--- src/rtl/serial_add_ctrl.sv ---
// Bit-serial adder: one full_adder cell sequenced over WIDTH cycles, LSB first.
// Optional macro SERIAL_ADD_SUB_EN adds a `sub` input for two's-complement subtraction.

module full_adder (
    input  logic a,
    input  logic b,
    input  logic cin,
    output logic sum,
    output logic cout
);
    assign sum  = a ^ b ^ cin;
    assign cout = (a & b) | (a & cin) | (b & cin);
endmodule

module serial_add_ctrl #(
    parameter int WIDTH = 8
) (
    input  logic             clk,
    input  logic             rst,
    input  logic             start,
    input  logic [WIDTH-1:0] n_1,
    input  logic [WIDTH-1:0] n_2,
    input  logic             cin,
`ifdef SERIAL_ADD_SUB_EN
    input  logic             sub,
`endif
    output logic             busy,
    output logic             done,
    output logic [WIDTH-1:0] sum,
    output logic             cout
);
    localparam int CW = (WIDTH > 1) ? $clog2(WIDTH) : 1;

    localparam logic [1:0] IDLE = 2'd0;
    localparam logic [1:0] RUN  = 2'd1;
    localparam logic [1:0] DONE = 2'd2;

    logic [1:0]       state_q, state_d;
    logic [WIDTH-1:0] a_q, a_d;
    logic [WIDTH-1:0] b_q, b_d;
    logic             carry_q, carry_d;
    logic [CW-1:0]    cnt_q, cnt_d;
    logic [WIDTH-1:0] sum_q, sum_d;
    logic             cout_q, cout_d;

    logic             faSum, faCout;
    logic [WIDTH-1:0] opB;
    logic             carryIn;

    full_adder u_fa (
        .a    (a_q[0]),
        .b    (b_q[0]),
        .cin  (carry_q),
        .sum  (faSum),
        .cout (faCout)
    );

    // Subtraction is n_1 + ~n_2 + 1, so only the loaded operand and carry change.
`ifdef SERIAL_ADD_SUB_EN
    assign opB     = sub ? ~n_2 : n_2;
    assign carryIn = sub ? 1'b1 : cin;
`else
    assign opB     = n_2;
    assign carryIn = cin;
`endif

    always_comb begin
        state_d = state_q;
        a_d     = a_q;
        b_d     = b_q;
        carry_d = carry_q;
        cnt_d   = cnt_q;
        sum_d   = sum_q;
        cout_d  = cout_q;
        case (state_q)
            RUN: begin
                a_d     = a_q >> 1;
                b_d     = b_q >> 1;
                carry_d = faCout;
                sum_d   = {faSum, sum_q[WIDTH-1:1]};
                cnt_d   = cnt_q + CW'(1);
                if (cnt_q == CW'(WIDTH - 1)) begin
                    state_d = DONE;
                    cout_d  = faCout;
                end
            end
            default: begin
                // IDLE and DONE both accept a new request; DONE otherwise falls to IDLE.
                if (start) begin
                    state_d = RUN;
                    a_d     = n_1;
                    b_d     = opB;
                    carry_d = carryIn;
                    cnt_d   = '0;
                    sum_d   = '0;
                    cout_d  = 1'b0;
                end else begin
                    state_d = IDLE;
                end
            end
        endcase
    end

    always_ff @(posedge clk) begin
        if (rst) begin
            state_q <= IDLE;
            a_q     <= '0;
            b_q     <= '0;
            carry_q <= 1'b0;
            cnt_q   <= '0;
            sum_q   <= '0;
            cout_q  <= 1'b0;
        end else begin
            state_q <= state_d;
            a_q     <= a_d;
            b_q     <= b_d;
            carry_q <= carry_d;
            cnt_q   <= cnt_d;
            sum_q   <= sum_d;
            cout_q  <= cout_d;
        end
    end

    assign busy = (state_q == RUN);
    assign done = (state_q == DONE);
    assign sum  = sum_q;
    assign cout = cout_q;
endmodule

--- config.mk ---
export PLATFORM = sky130hd
export DESIGN_NAME = serial_add_ctrl
export DESIGN_NICKNAME = d
export VERILOG_FILES = /design/src/rtl/serial_add_ctrl.sv
export SDC_FILE = /design/constraint.sdc
export NUM_CORES = 1
export LEC_CHECK = 0
export ABC_CLOCK_PERIOD_IN_PS = 4200
export CAP_MARGIN = 20
export CORE_MARGIN = 1
export CORE_UTILIZATION = 45
export CTS_CLUSTER_SIZE = 28
export DETAILED_ROUTE_END_ITERATION = 12
export PLACE_DENSITY = 0.72
export RECOVER_POWER = 100
export SLEW_MARGIN = 20
export SYNTH_ARGS = -nofsm -noshare
export SYNTH_HDL_FRONTEND = slang
export SYNTH_HIERARCHICAL = 1
export SYNTH_SLANG_ARGS = --single-unit
--- constraint.sdc ---
create_clock -name clk -period 4.2 [get_ports clk]
set_clock_uncertainty 0.2 [all_clocks]
set_input_delay 0.84 -clock clk [delete_from_list [all_inputs] [get_ports clk]]
set_output_delay 0.84 -clock clk [all_outputs]
set_load 0.03 [all_outputs]
==> impl_results.md <==
* Tcrit/Tclk final at 80.9%
* Reg2reg setup slack at 2230 ps
* Post-CTS setup buffer count at 0
* Clock Path Buffers at 2
* Pleak at 0.694 nW
* Cts hold-fix bufs at 0
* Vias in the first global route at 1,004
* Hold Startpoint: sum[4]$_SDFFE_PP0P_
* DR WL/cell at 12.7 um
* Share of cells above drive strength 1 at 15.6%
* Clk root buf: clkbuf_4
* Final ANT Viol Nets at 0
* Synth-to-layout area growth at 18.5%
* Setup crit end kind: output pin
* Syn Nets at 162
* Synth Flop Type: dfxtp_1
* Hold endpoint: sum[3]$_SDFFE_PP0P_
* Critical R2R Launch: state_q[1]$_SDFFE_PP0P_
* Crit Path Category: flip-flop to output pin
* DR DRC count at 0
* FF-to-FF End: cout$_SDFFE_PP0P_
* Final Max Slew Viols at 0
* CTS buffer count at 5
* TritonCTS clock tree: done
* Initial antenna violation count at 0
* # rows at 20
* Horiz. Die Dim at 59.3 um
* R2R depth at 4
* Distinct cell type count after synthesis at 25
* Hold depth at 2
* Fin nets at 190
* Vias per cell at 5.16
* Core ar. at 3080 um2
* Yosys warns at 6
* Sink Count at 31
* F_max at 0.294 GHz
* DP HPWL at 1720 um
* Die Y-Extent at 59.3 um
* Full die area at 3520 um2
* Drt first pass iters at 4
* Final Hold Fails at 0
* Synth Cell Area at 1480 um2
* Arrival @ worst endpoint at 2360 ps
* Worst path slowest cell: clkdlybuf4s50_1
* CP required at 3160 ps
* Max cap viols at 0
* Via count at 1,088
* FFs w/ async S/R, synth at 0%
* Worst Path Buf+Inv at 2
* CTS-repair resized insts at 0
* I/O Pins at 31
* Status: finished clean
* Relative slew margins at 1.46%
* Sequential area share after synthesis at 42.0%
* First-pass GRT wire length at 4430 um
* Minimum clock period at 3400 ps
* Largest delay contributor family on the critical path: buffers and inverters
* Initial Util at 48.0%
* Syn Area/Cell at 10.6 um2
* IR drop worst, VDD at 0.165 mV
* Largest net degree at the start of global routing at 44
* GR Overflow Total at 0
* Initial DRC Count at 24
* EDFF count, synth at 0
* Setup violators final at 0
* Drt total wl at 2680 um
* Clk slew on worst S/H paths at 100 ps
* Crit path largest cell delay at 710 ps
* Later-pin clock latency in the skew report at 330 ps
* Flops & latches, synth at 31
* H-tree depth at 2
* Syn Inst Count at 139
* P per Cell Area at 335 nW/um2
* # port buffers at 30
* Crit path cell chain: nand2b_2 > inv_8 > clkdlybuf4s50_1
* Setup TNS at 0 ps
* Gr usage total at 17.3%
* Worst-Margin Slew at 1480 ps
* RD Place Congestion at 0.710
* Setup crit start kind: flip-flop
* Worst Hold Class: flip-flop to flip-flop
* RSZ-0062 raised after global routing: false
* Hold WS at 272 ps
* Diodes inserted at 0
* CP Max Fanout at 43
## worst min-delay path, cell delays in order (launching register included)
cell and delay, ps:
dfxtp_1 330, nand2_1 50, a21oi_1 50
## layout make-up
cell class / instances / area, um2
fill: 306 / 1330
multi-input combinational: 95 / 691
sequential: 31 / 621
timing repair buffer: 33 / 319
tap: 44 / 55.1
clock buffer: 6 / 51.3
inverter: 1 / 11.3
clock inverter: 1 / 5.00
## registers in the layout (all words and copies together) (netlist names)
register / flops
a_q: 8
b_q: 8
carry_q: 1
cnt_q: 3
cout: 1
state_q: 2
sum: 8
## layer usage
| metal | global-route usage [%] | vias up | share of wire [%] |
|---|---|---|---|
| met1 | 22.6 | 505 | 47 |
| met5 | 0 | - | 0 |
| met3 | 5.24 | 6 | 5.8 |
| met2 | 25.2 | 34 | 45 |
| met4 | 10.2 | 0 | 1.9 |
| li1 | - | 543 | - |
## stage by stage
stage / area (um2) / instances / worst slack, ps / util, % / total power, mW
finish: 1750 / 211 / 801 / 57.0 / 0.587
CTS: 1800 / 211 / 1110 / 58.4 / 0.598
floorplan: 1480 / 139 / 2370 / - / 0.401
global placement: 1740 / 204 / 1350 / 56.5 / 0.421
global route: 1750 / 211 / 634 / 57.0 / 0.620
detailed placement: 1740 / 204 / 1340 / 56.5 / 0.423
## cells in the mapped netlist, types with 2 or more instances
master    number  area share, %
nand2_1       11            2.8
mux2i_1       17             12
nor2_2         9            3.8
clkbuf_1       2           0.51
dfxtp_1       31             42
ha_1           2            1.7
a21oi_1       12            4.1
a211oi_2      13             11
buf_4          2            1.0
nor2_1         8            2.0
buf_12         2            2.7
nor3_1         2           0.68
a211oi_1       2            1.0
nand3b_1      12            6.1
buf_6          4            3.0
## power by group
part / internal, mW / switching [mW] / leakage (nW)
clock network: 0.0774 / 0.0995 / 0.0341
logic: 0.0456 / 0.0448 / 0.405
registers: 0.310 / 0.0100 / 0.254
## layout by cell type (no fill, tap or decap), types with 8 or more instances in the layout
master	instances
dfxtp_1	31
clkdlybuf4s50_1	19
mux2i_1	17
nand3b_1	12
a21oi_1	12
nand2_1	11
dlygate4sd3_1	11
a211oi_1	9
nor2_2	9
nor2_1	8
## logic make-up after synthesis
family	after synthesis	synth area share (%)
multiplexers	17	11.5
AO/OA/AOI/OAI	28	16.5
adder cells (fa/ha/maj)	3	3.05
buffers and inverters	13	8.63
flip-flops	31	42.0
AND/OR/NAND/NOR	47	18.4
## how the worst max path moves through the flow
stage | startpoint | to | slack, ps | depth (start not counted)
after global placement | start | sum[6]$_SDFFE_PP0P_ | 1350 | 4
after floorplan | state_q[1]$_SDFFE_PP0P_ | done | 2370 | 1
after CTS | state_q[0]$_SDFFE_PP0P_ | busy | 1110 | 3
after global routing | state_q[1]$_SDFFE_PP0P_ | busy | 630 | 3
after detailed placement | start | sum[6]$_SDFFE_PP0P_ | 1340 | 4
final | state_q[1]$_SDFFE_PP0P_ | busy | 800 | 3
No activity file was read; power rests on OpenSTA's default activity.
==> edit (config.mk and constraints unchanged) <==
Take the reset off `sum_q` and load it in a clocked block of its own.
--- a/src/rtl/serial_add_ctrl.sv
+++ b/src/rtl/serial_add_ctrl.sv
@@ -110,3 +110,2 @@
             cnt_q   <= '0;
-            sum_q   <= '0;
             cout_q  <= 1'b0;
@@ -118,5 +117,8 @@
             cnt_q   <= cnt_d;
-            sum_q   <= sum_d;
             cout_q  <= cout_d;
         end
+    end
+
+    always_ff @(posedge clk) begin
+        sum_q <= sum_d;
     end
Behaviour: differs if rst is asserted again (counterexample within 4 cycles, from zero or initial values and one cycle with rst high); with rst held inactive, the same outputs for 10 cycles.
==> edit against the unedited design <==
  * Routed wire length down 7.8%
  * Power is 3.7% higher
  * Area after synthesis down 2.5%
  * Critical path depth did not move
  * Design area down 0.36%
  * Via count decreased by 11%
  * Non-clock buffer count is 2 lower
  * Global-route usage is 1.9 points lower
  * Sequential power grew 6.9%
  * Synthesized cell count shrank 12%
  * Maximum frequency shrank 1.5%
  * Sequential cell count unchanged
  * Worst hold slack better by 16 ps
  * Setup slack lost 52 ps
  * Largest cell class is now sequential cells
==> edit: results (changes against the unedited design) <==
\begin{tabular}{lr}
\hline
Metric & Value \\
\hline
\multicolumn{2}{l}{\textbf{Global route}} \\
Overall Global Routing Usage & 15.5\% (-1.9 points) \\
Vias in the first global route & 871 (-13\%) \\
Largest net degree at the start of global routing & 37 (-16\%) \\
Global-route wire length before repair & 3.82 mm (-14\%) \\
\multicolumn{2}{l}{\textbf{Placed design}} \\
Cell Count Post-Placement & 188 (-7.8\%) \\
Post-detail-place hpwl & 1.73 mm (+0.48\%) \\
Post-Place Cell Area & 1710 um2 (-1.9\%) \\
DP Worst Slack & 1530 ps (+185 ps) \\
Last weighted congestion value of the routability-driven placer & 0.844 (+19\%) \\
\multicolumn{2}{l}{\textbf{Setup path}} \\
Highest net fanout along the worst path & 36 (-16\%) \\
Number of cells on the worst reg-to-reg path & 3 (-1) \\
FF-to-FF Start & state\_q[1] \\
Endpoint arrival time on the critical path & 2410 ps (+50 ps) \\
Delay of the slowest critical-path stage & 750 ps (+40 ps) \\
R2R Setup Slk & 2060 ps (-170 ps) \\
Worst flop-to-flop path endpoint & sum[3] \\
\multicolumn{2}{l}{\textbf{Synthesis}} \\
Syn avg cell area & 11.8 um2 (+11\%) \\
Post-synthesis sequential area ratio & 48.6\% (+6.6 points) \\
Number of synthesized flops with an enable pin & 8 (+8) \\
Top cells by area in the synthesized netlist & sky130\_fd\_sc\_hd\_\_dfxtp\_1 32\%, sky130\_fd\_sc\_hd\_\_edfxtp\_1 17\%, sky130\_fd\_sc\_hd\_\_a211oi\_2 13\% \\
Most numerous cell types in the synthesized netlist & 23 x sky130\_fd\_sc\_hd\_\_dfxtp\_1, 17 x sky130\_fd\_sc\_hd\_\_mux2i\_1, 16 x sky130\_fd\_sc\_hd\_\_nor2\_1 \\
Number of nets in the synthesized netlist & 145 (-10\%) \\
\multicolumn{2}{l}{\textbf{Pwr}} \\
Leakage power & 0.699 nW (+0.84\%) \\
Maximum resistive drop on vdd & 0.172 mV (+3.9\%) \\
\multicolumn{2}{l}{\textbf{Detailed routing}} \\
Total wire length after detailed routing & 2.47 mm (-7.8\%) \\
Average detailed-routed wire length per instance & 12.6 um (-0.71\%) \\
Per-cell via count in the routed design & 4.95 (-4.0\%) \\
Starting DRT DRC Count & 27 (+13\%) \\
Number of iterations in the first detailed-routing pass & 3 (-1) \\
\multicolumn{2}{l}{\textbf{Layout}} \\
NumNets Final & 174 (-8.4\%) \\
Share of final-layout standard cells stronger than drive strength 1 & 15.8\% (+0.22 points) \\
\multicolumn{2}{l}{\textbf{Outcome}} \\
Outcome & finished, final reports clean \\
\multicolumn{2}{l}{\textbf{Min path}} \\
Worst Hold Endpoint & cnt\_q[2] \\
Beginning of the worst hold path & cnt\_q[2] \\
\multicolumn{2}{l}{\textbf{Clocking}} \\
Clock-pin slew on the worst setup and hold paths & 80 ps (-20 ps) \\
\multicolumn{2}{l}{\textbf{STA}} \\
Relative slew slack & 53.4\% (+52 points) \\
\hline
\end{tabular}
## edit: worst reg2reg max path: cells and delay by family, from the launching register on
family        cells  cell delay (ps)
simple gates      2              760
flops             1              350
buf+inv           1              580
## edit: routing by layer
metal  share of wire, %  vias up  global-route usage, %
li1                   -      488                      -
met1                 46      446                   18.2
met2                 46       27                   23.8
met3                4.9        9                   5.27
met4                3.5        0                   10.5
met5                  0        -                      0
## edit: stage by stage
stage,hold WS [ps],util [%]
after floorplan,252,-
after global placement,271,55.9
after detailed placement,276,55.9
after CTS,291,57.5
after global routing,314,57.2
final,288,57.2
## edit: worst max-delay path by stage
| stage | startpoint | to | cells past startpoint | slack (ps) |
|---|---|---|---|---|
| finish | state_q[1] | busy | 3 | 750 |
| global route | state_q[1] | busy | 3 | 580 |
| CTS | state_q[0] | busy | 3 | 1160 |
| detailed placement | rst | state_q[0] | 3 | 1530 |
| global placement | rst | state_q[0] | 3 | 1530 |
| floorplan | state_q[1] | done | 1 | 2380 |
## edit: logic make-up (layout without fill, tap and decap cells)
| family | after synthesis | in the layout | synth area share (%) |
|---|---|---|---|
| flops | 31 | 31 | 48.6 |
| simple gates | 39 | 39 | 13.9 |
| fa+ha+maj | 3 | 3 | 3.12 |
| mux | 17 | 17 | 11.8 |
| compound gates | 21 | 21 | 15.2 |
| buf+inv | 11 | 41 | 7.38 |
## edit: power by group
part	total [mW]	internal (mW)	switching [mW]	leakage (nW)
clock	0.158	0.0619	0.0960	0.0273
sequential	0.342	0.329	0.0123	0.276
combinational	0.110	0.0508	0.0588	0.396
## edit: cell type report
class	instances	area (um2)	area share (%)
inverters	2	8.76	0.501
repair buffers	31	299	17.1
clock buffers	6	41.3	2.36
multi-input cells	80	634	36.3
well taps	44	55.1	3.15
flip-flops and latches	31	701	40.1
clock inverters	2	7.51	0.430
